[config.mk]
export PLATFORM = sky130hd
export DESIGN_NAME = uart_tlm_sched_flat
export DESIGN_NICKNAME = d
export VERILOG_FILES = /design/src/rtl/uart_tlm_sched_if.sv /design/src/rtl/uart_tlm_sched.sv /design/src/flat_wrapper.sv
export SDC_FILE = /design/constraint.sdc
export NUM_CORES = 1
export LEC_CHECK = 0
export CELL_PAD_IN_SITES_DETAIL_PLACEMENT = 1
export CELL_PAD_IN_SITES_GLOBAL_PLACEMENT = 1
export CORE_ASPECT_RATIO = 1.4
export CORE_MARGIN = 8
export CORE_UTILIZATION = 43
export DETAILED_ROUTE_END_ITERATION = 8
export HOLD_SLACK_MARGIN = 0.08
export PLACE_DENSITY_LB_ADDON = 0.1
export SYNTH_ARGS = -nofsm -noshare
export SYNTH_HDL_FRONTEND = slang
export SYNTH_SLANG_ARGS = --single-unit
[constraint.sdc]
create_clock -name clk -period 5.3 [get_ports clk]
set_input_delay 1.59 -clock clk [delete_from_list [all_inputs] [get_ports clk]]
set_output_delay 1.59 -clock clk [all_outputs]
set_load 0.1 [all_outputs]
[src/rtl/uart_tlm_sched_if.sv]
// -----------------------------------------------------------------------------
// uart_tlm_sched_if
// Valid/ready word channel from the telemetry scheduler to the UART
// serialiser. Each word is {tag[3:0], payload[DW-1:0]}.
//
// Parameters:
//   DW         payload width; the word is 4+DW bits wide
// Signals:
//   out_data   word being offered (tag in the top nibble)
//   out_valid  out_data holds a word to transfer
//   out_ready  downstream accepts the word this cycle
// Modports:
//   master     scheduler side (drives data/valid, samples ready)
//   slave      serialiser side (samples data/valid, drives ready)
// -----------------------------------------------------------------------------
interface uart_tlm_sched_if #(
   parameter int DW = 12
);

   logic [DW+3:0] out_data;
   logic          out_valid;
   logic          out_ready;

   modport master (
      output out_data,
      output out_valid,
      input  out_ready
   );

   modport slave (
      input  out_data,
      input  out_valid,
      output out_ready
   );

endinterface

[src/rtl/uart_tlm_sched.sv]
// -----------------------------------------------------------------------------
// uart_tlm_sched
// Telemetry word scheduler for the UART 16-to-8 serialiser path. Each frame
// it snapshots all NCH channel payloads in one cycle, so a frame is always a
// coherent picture of the game state. It then emits a sync word (tag 4'hF)
// followed by one tagged word per channel, then idles for an inter-frame gap.
//
// Optional feature (macro UART_TLM_DELTA_EN):
//   Channels whose snapshot equals the last value actually sent are skipped
//   (one cycle with out_valid low). Every KEEPALIVE frames a full frame is
//   forced so a receiver that lost sync can rebuild its picture. When the
//   macro is undefined every frame carries every channel and KEEPALIVE is
//   only range-checked.
//
// Parameters:
//   NCH           number of channels (1..15); channel i carries tag i
//   DW            payload width per channel
//   GAP_CYC       idle cycles between frames (0..255, 0 behaves as 1)
//   SYNC_PAYLOAD  payload of the sync word
//   KEEPALIVE     frames between forced full frames in delta mode (1..255)
//
// Ports:
//   clk         system clock
//   rst         asynchronous active-high reset
//   enable      frames start only while high
//   ch_data     packed channel payloads; channel i at [i*DW +: DW]
//   tx          word channel (master): out_data, out_valid, out_ready
//   frame_done  one-cycle pulse in the first gap cycle after a frame
//   busy        high in every state except IDLE
// -----------------------------------------------------------------------------
module uart_tlm_sched #(
   parameter int            NCH          = 5,
   parameter int            DW           = 12,
   parameter int            GAP_CYC      = 8,
   parameter logic [DW-1:0] SYNC_PAYLOAD = 12'hA5A,
   parameter int            KEEPALIVE    = 16
) (
   input  logic                  clk,
   input  logic                  rst,
   input  logic                  enable,
   input  logic [NCH*DW-1:0]     ch_data,
   uart_tlm_sched_if.master      tx,
   output logic                  frame_done,
   output logic                  busy
);

   // Out-of-range parameters would silently corrupt the tag space or the
   // counters, so refuse to elaborate instead.
   if (NCH < 1 || NCH > 15 || DW < 1 || GAP_CYC < 0 || GAP_CYC > 255 ||
       KEEPALIVE < 1 || KEEPALIVE > 255) begin : g_param_check
      $error("uart_tlm_sched: parameter out of range");
   end

   typedef enum logic [2:0] {
      IDLE,
      SNAP,
      SYNC,
      CHAN,
      GAP
   } state_t;

   localparam logic [3:0] SYNC_TAG = 4'hF;
   localparam logic [3:0] IDX_LAST = 4'(NCH - 1);

   // The gap counter counts down to zero inclusive, so it is loaded with one
   // less than the wanted number of gap cycles; a zero gap still costs the
   // single cycle needed to pass through GAP.
   localparam logic [7:0] GAP_LOAD = (GAP_CYC == 0) ? 8'd0 : 8'(GAP_CYC - 1);

   state_t              state;
   state_t              state_nx;
   logic [3:0]          idx;
   logic [3:0]          idx_nx;
   logic [7:0]          gap_cnt;
   logic [7:0]          gap_nx;
   logic [NCH*DW-1:0]   snap;
   logic [DW+3:0]       data_nx;
   logic                valid_nx;
   logic                xfer;
   logic                skip_nx;
   logic [DW-1:0]       snap_sel;

   assign xfer = tx.out_valid & tx.out_ready;

   // Payload of the channel that will be presented next cycle. Only the
   // snapshot is ever read, never the live ch_data, which keeps a frame
   // coherent even if the game state changes while it is being sent.
   always_comb begin
      snap_sel = snap[int'(idx_nx)*DW +: DW];
   end

   // Next-state logic. In CHAN a cycle with out_valid low is a skipped
   // channel (delta mode only) and advances exactly like a transfer does.
   // A stalled word keeps state and idx unchanged, so the registered
   // outputs recompute to the same values and stay stable.
   always_comb begin
      state_nx = state;
      idx_nx   = idx;
      gap_nx   = gap_cnt;
      unique case (state)
         IDLE: begin
            if (enable) begin
               state_nx = SNAP;
            end
         end
         SNAP: begin
            state_nx = SYNC;
            idx_nx   = 4'd0;
         end
         SYNC: begin
            if (xfer) begin
               state_nx = CHAN;
            end
         end
         CHAN: begin
            if (xfer || !tx.out_valid) begin
               if (idx == IDX_LAST) begin
                  state_nx = GAP;
                  gap_nx   = GAP_LOAD;
               end else begin
                  idx_nx = idx + 4'd1;
               end
            end
         end
         GAP: begin
            if (gap_cnt == 8'd0) begin
               state_nx = enable ? SNAP : IDLE;
            end else begin
               gap_nx = gap_cnt - 8'd1;
            end
         end
         default: begin
            state_nx = IDLE;
         end
      endcase
   end

   // Output words are computed from where the FSM is going so that every
   // output can be a plain register. Outside SYNC/CHAN the data bus simply
   // holds its last value with out_valid low.
   always_comb begin
      data_nx  = tx.out_data;
      valid_nx = 1'b0;
      unique case (state_nx)
         SYNC: begin
            data_nx  = {SYNC_TAG, SYNC_PAYLOAD};
            valid_nx = 1'b1;
         end
         CHAN: begin
            data_nx  = {idx_nx, snap_sel};
            valid_nx = !skip_nx;
         end
         default: begin
            valid_nx = 1'b0;
         end
      endcase
   end

`ifdef UART_TLM_DELTA_EN
   localparam logic [7:0] KA_LAST = 8'(KEEPALIVE - 1);

   logic [NCH*DW-1:0] last_sent;
   logic [7:0]        frame_cnt;
   logic [DW-1:0]     last_sel;

   // Frame 0 of every keep-alive period is sent in full; otherwise a
   // channel is skipped when its snapshot matches what the receiver has.
   always_comb begin
      last_sel = last_sent[int'(idx_nx)*DW +: DW];
      skip_nx  = (frame_cnt != 8'd0) && (snap_sel == last_sel);
   end

   // last_sent only changes on a real transfer of that channel, so a word
   // lost to reset is resent next time. The frame counter steps on the same
   // edge that raises frame_done.
   always_ff @(posedge clk or posedge rst) begin
      if (rst) begin
         last_sent <= '0;
         frame_cnt <= 8'd0;
      end else begin
         if (state == CHAN && xfer) begin
            last_sent[int'(idx)*DW +: DW] <= snap[int'(idx)*DW +: DW];
         end
         if (state == CHAN && state_nx == GAP) begin
            frame_cnt <= (frame_cnt == KA_LAST) ? 8'd0 : frame_cnt + 8'd1;
         end
      end
   end
`else
   assign skip_nx = 1'b0;
`endif

   // State, snapshot and all outputs. Reset clears the outputs immediately,
   // so a word pending at reset is dropped rather than left on the bus.
   always_ff @(posedge clk or posedge rst) begin
      if (rst) begin
         state        <= IDLE;
         idx          <= 4'd0;
         gap_cnt      <= 8'd0;
         snap         <= '0;
         tx.out_data  <= '0;
         tx.out_valid <= 1'b0;
         frame_done   <= 1'b0;
         busy         <= 1'b0;
      end else begin
         state        <= state_nx;
         idx          <= idx_nx;
         gap_cnt      <= gap_nx;
         if (state == SNAP) begin
            snap <= ch_data;
         end
         tx.out_data  <= data_nx;
         tx.out_valid <= valid_nx;
         frame_done   <= (state == CHAN) && (state_nx == GAP);
         busy         <= (state_nx != IDLE);
      end
   end

endmodule

[src/flat_wrapper.sv]
// flat-port wrapper written by rule: the top's interface ports become plain ports
module uart_tlm_sched_flat 
#(
   parameter int            NCH          = 5,
   parameter int            DW           = 12,
   parameter int            GAP_CYC      = 8,
   parameter logic [DW-1:0] SYNC_PAYLOAD = 12'hA5A,
   parameter int            KEEPALIVE    = 16
)
  (clk, rst, enable, ch_data, frame_done, busy, tx_out_data, tx_out_valid, tx_out_ready);
  uart_tlm_sched_if #(.DW(DW)) tx_i ();
  input  logic clk;
  input  logic rst;
  input  logic enable;
  input  logic [NCH*DW-1:0] ch_data;
  output logic frame_done;
  output logic busy;
  output wire logic [$bits(tx_i.out_data)-1:0] tx_out_data;
  output wire logic [$bits(tx_i.out_valid)-1:0] tx_out_valid;
  input wire logic [$bits(tx_i.out_ready)-1:0] tx_out_ready;
  assign tx_out_data = tx_i.out_data;
  assign tx_out_valid = tx_i.out_valid;
  assign tx_i.out_ready = tx_out_ready;
  uart_tlm_sched #(.NCH(NCH), .DW(DW), .GAP_CYC(GAP_CYC), .SYNC_PAYLOAD(SYNC_PAYLOAD), .KEEPALIVE(KEEPALIVE)) u_core (.clk(clk), .rst(rst), .enable(enable), .ch_data(ch_data), .tx(tx_i), .frame_done(frame_done), .busy(busy));
endmodule
# Word-level counts from Yosys, hierarchy flattened
# Index checks and enable logic that the tools add are counted.
dict set report word_totals {
  out_inout_bits 19
  latch_bits 0
  wordCells 50
  romBits 0
  regBits 94
  in_bits 64
  ramBits 0
  memories 0
}
dict set report op_classes {
  magnitude_cmp 0
  addsub 2
  bitwise_logic 1
  n_div 0
  muxes 16
  n_reduce_logical 10
  eq_ne 11
  shifts 1
  n_mul 1
}
# operator count
set ops {}
lappend ops {{$shiftx 60x32->12} 1}
lappend ops {{$pmux 16 s2} 1}
lappend ops {{$mux 8} 3}
lappend ops {{$pmux 8 s2} 1}
lappend ops {{$mux 3} 5}
lappend ops {{$pmux 3 s5} 1}
lappend ops {{$eq 3x2->1 const B} 4}
lappend ops {{$logic_not 8->1} 1}
lappend ops {{$mux 4} 2}
lappend ops {{$pmux 4 s2} 1}
lappend ops {{$sub 8x1->8 const B} 1}
lappend ops {{$eq 3x3->1 const B} 2}
lappend ops {{$mul 4x2->6 const B} 1}
lappend ops {{$add 4x1->4 const B} 1}
lappend ops {{$eq 4x3->1 const B} 1}
lappend ops {{$ne 2x1->1 const B} 2}
lappend ops {{$reduce_and 4->1} 1}
lappend ops {{$reduce_bool 2->1} 2}
lappend ops {{$eq 3x1->1 const B} 1}
lappend ops {{$logic_not 3->1} 1}
lappend ops {{$reduce_bool 3->1} 1}
lappend ops {{$mux 1} 2}
lappend ops {{$ne 2x2->1 const B} 1}
lappend ops {{$reduce_or 2->1} 1}
lappend ops {{other kinds (4)} 4}

# Logic depth before layout (Yosys ltp)
dict set report depth {
  ltp_word 7
  depth_mapped 11
  ltp_nobuf 10
}

# Worst setup path before layout
# OpenSTA, ideal clock, no wires.
dict set report synth_timing {
  kind {in2reg}
  from {input port tx_out_ready}
  to {register u_core.tx.out_data[11]}
  path_slack_ns 2.103
  required_ns 5.174
  arrival_ns 3.071
  setup_time_ns 0.126
  stages 8
  path_buffers 2
  path_cell_list {nor2b_1 > buf_6 > or4_4 > nand2_4 > buf_12 > mux2i_1 > a221oi_1 > a221o_1}
}
dict set report synth_between {
  elab_chain_len 7
  word_cells_on_any_way 13
  classes_between {1 x mul; 2 x eq/ne; 1 x shift; 6 x mux; 1 x bitwise; 2 x reduce/logical}
}
# element line_no
set synth_rtl {}
lappend synth_rtl {{start, declared} flat_wrapper.sv:20} ;# input wire logic [$bits(tx_i.out_ready)-1:0] tx_out_ready;
lappend synth_rtl {{$and 1x1->1 *} uart_tlm_sched.sv:83} ;# assign xfer = tx.out_valid & tx.out_ready;
lappend synth_rtl {{$logic_or 1x1->1} uart_tlm_sched.sv:116} ;# if (xfer || !tx.out_valid) begin
lappend synth_rtl {{$mux 4} uart_tlm_sched.sv:116}
lappend synth_rtl {{$pmux 4 s2} uart_tlm_sched.sv:100} ;# unique case (state)
lappend synth_rtl {{$mul 4x2->6} uart_tlm_sched.sv:89} ;# snap_sel = snap[int'(idx_nx)*DW +: DW];
lappend synth_rtl {{$shiftx 60x32->12} uart_tlm_sched.sv:89}
lappend synth_rtl {{$pmux 16 s2} uart_tlm_sched.sv:144} ;# unique case (state_nx)
lappend synth_rtl {{end signal, assigned} uart_tlm_sched.sv:212} ;# tx.out_data <= data_nx;
lappend synth_rtl {{end, declared} uart_tlm_sched_if.sv:25} ;# output out_data,
# Every way passes the cells marked *; elsewhere a longest branch is shown, timed or not.
# A chain may end at the register's enable or synchronous reset.

# Worst setup path after layout
dict set report layout_timing {
  from {input port tx_out_ready}
  to {register u_core.tx.out_data[10]}
}
# The elaborated chain is that of the path after synthesis.

==> results.json <==
{
  "slew_viol_final": 0,
  "drive_gt1_share_pct": 8.40,
  "regArea_um2": 2350,
  "cp.arrival_ns": 4.25,
  "vias_per_cell": 5.15,
  "path_max_fanout": 18,
  "grt_start_max_net_pins": 68,
  "yosys_warnings": 0,
  "finalCritPeriodShare_pct": 75.1,
  "yosysSeqAreaShare_pct": 53.6,
  "synth_top_cell_by_area": "dfrtp_1",
  "critPathKind": "in -> reg",
  "tns_ns": 0,
  "leakage_nw": 2.56,
  "start_util_pct": 44.1,
  "numPortBuffers": 82,
  "min_path_type": "reg -> reg",
  "endpoint_kind": "register",
  "cap_violations": 0,
  "dieWidth_um": 101,
  "grt_pass1_vias": 3846,
  "slowest_stage": "a31o_1",
  "finalSetupViolations": 0,
  "total_power_mw": 3.61,
  "slew_headroom_pct": 19.5,
  "dp.final_hpwl_um": 8230,
  "cts_tree": "yes",
  "hold_viol_final": 0,
  "synth_edf_count": 0,
  "pin_count": 83,
  "irDropWorstVdd_v": 0.000254,
  "skew_ns": 0.00702,
  "dieHeight_um": 136,
  "num_rows": 43,
  "drc_errors": 0,
  "cts_root_buf": "clkbuf_16",
  "critPathMaxStageDelay_ns": 0.48,
  "wl_met3_um": 421,
  "dr.pass1.iters": 4,
  "ys_top_cells_by_area": "dfrtp_1 (54%), nand2_1 (15%), mux2i_1 (5.5%), o21ai_0 (1.9%), mux2_2 (1.5%)",
  "grt_pass1_wl_um": 19100,
  "cts-htree-levels": 3,
  "synthDistinctLibCells": 57,
  "synth_ff_type": "dfrtp_1",
  "wirelength_um": 11100,
  "fin_nets": 598,
  "mostFrequentLayoutCells": "nand2_1 (176), dfrtp_1 (94), clkdlybuf4s50_1 (82)",
  "dieArea_um2": 13700,
  "n_antenna_cell": 0,
  "power_density_nw_per_um2": 650,
  "syn_area_per_cell_um2": 9.63,
  "clkTransAtPathRegs_ns": 0.06,
  "antenna_left": 0,
  "tightest_slew_ns": 1.21,
  "gr-total-overflow": 0,
  "drt-met1-wl_um": 4770,
  "syn_area_um2": 4390,
  "drtIter0Drc": 86,
  "cts_hold_buf": 0,
  "globalplace.congestion": 0.844,
  "start_kind": "input pin",
  "worstSkewPairLatency_ns": 0.35,
  "status": "complete, no violations",
  "period_needed_ns": 3.98,
  "dr_wl_met2_um": 5680,
  "top_layer_used": "met4",
  "synth_top_area_share_pct": 53.6,
  "syn-num-nets": 523,
  "area_growth_pct": 26.5,
  "wl_per_cell_um": 16.6,
  "grt_usage_pct": 17.7,
  "multi_input_area_um2": 1840,
  "routed-via-count": 3454,
  "rsz0062_at_grt": "no",
  "critPathRequiredTime_ns": 5.57,
  "post_cts.repair.setup_buffers": 0,
  "clock_sinks": 94,
  "clk_path_buf_depth": 2,
  "path_cells": "clkdlybuf4s50_1, nor2b_1, nor2_1, a31o_1, inv_2, o211ai_4, nor4b_4, a22oi_1, o21ai_1",
  "synth-async-reset-ratio_pct": 100,
  "synth_seq_cells": 94,
  "antenna_found_initial": 0,
  "final_common_cell": "nand2_1",
  "cts_resized": 0,
  "fmax_mhz": 251,
  "core-area_um2": 9950,
  "netlist_instances": 456,
  "numCtsBuffers": 9,
  "final_util_pct": 55.8,
  "fill_cells": 1158
}
flip-flops by register name, summed over array words and instances, names as in the netlist:
signal	cells
u_core.tx.out_valid	1
u_core.frame_done	1
u_core.state	3
u_core.busy	1
u_core.tx.out_data	16
u_core.snap	60
u_core.gap_cnt	8
u_core.idx	4
critical path, delay by kind of cell:
family / cells / cell delay, ns
simple gates: 3 / 1.07
buf+inv: 2 / 0.69
compound gates: 4 / 0.88
final cells by class:
type / count / area share (%)
multi-input cells: 324 / 33.2
repair buffers: 87 / 15.4
inverters: 15 / 1.04
well taps: 135 / 3.04
clock inverters: 7 / 0.901
clock buffers: 9 / 4.05
flip-flops and latches: 94 / 42.3
metal layers:
layer,up-vias,GRT usage (%)
li1,1681,-
met1,1681,21.0
met2,75,30.0
met3,17,3.76
met4,0,7.48
met5,-,0
cell usage after synthesis, types with 2 or more instances:
master	n
a21oi_1	6
a221o_1	6
a221oi_1	6
a22oi_1	6
and3_1	2
buf_2	2
buf_6	5
clkbuf_1	13
dfrtp_1	94
ha_1	3
inv_1	14
mux2_2	6
mux2i_1	24
nand2_1	176
nand2b_1	2
nand3_1	5
nand4b_1	2
nor2_1	12
nor2b_1	2
nor3_1	4
o21ai_0	17
o21ai_1	6
o21bai_1	2
o311ai_2	2
or3_1	4
or3b_1	2
xor2_1	3
report_power, final:
part | internal (mW) | switching, mW
sequential | 1.03 | 0.201
clock | 0.318 | 0.275
combinational | 0.641 | 1.15
total | 1.99 | 1.62
kinds of logic (layout without fill, tap and decap cells):
| group | count (synthesis) | count (layout) | synth area share, % |
|---|---|---|---|
| flip-flops | 94 | 94 | 53.6 |
| AO/OA/AOI/OAI | 63 | 63 | 10.8 |
| XOR/XNOR | 3 | 3 | 0.598 |
| buffers and inverters | 38 | 118 | 4.62 |
| adder cells (fa/ha/maj) | 3 | 3 | 0.855 |
| AND/OR/NAND/NOR | 225 | 225 | 22.5 |
| multiplexers | 30 | 30 | 7.01 |
stage by stage:
step                      setup WS, ns  hold slack, ns  instances  instance area (um2)
after floorplan                   1.26           0.445        456                 4390
after global placement            1.17           0.457        655                 5280
after detailed placement         0.965           0.462        655                 5280
after CTS                         1.31           0.478        671                 5560
after global routing              1.06           0.486        671                 5560
final                             1.32           0.476        671                 5560
final timing paths:
kind | from | to | slack [ns] | cells after the start
max in group asynchronous | rst | u_core.state[1]$_DFF_PP0_ | 2.86 | 3
min in group asynchronous | rst | u_core.idx[0]$_DFF_PP0_ | 1.57 | 2
worst min register to register | u_core.tx.out_data[13]$_DFFE_PP0P_ | u_core.tx.out_data[13]$_DFFE_PP0P_ | 0.48 | 2
worst min-delay path | u_core.tx.out_data[13]$_DFFE_PP0P_ | u_core.tx.out_data[13]$_DFFE_PP0P_ | 0.48 | 2
worst max-delay path | tx_out_ready | u_core.tx.out_data[10]$_DFFE_PP0P_ | 1.32 | 9
worst max register to register | u_core.state[1]$_DFF_PP0_ | u_core.tx.out_data[1]$_DFFE_PP0P_ | 2.16 | 6
Note: power is estimated with default switching activity, not from simulation.
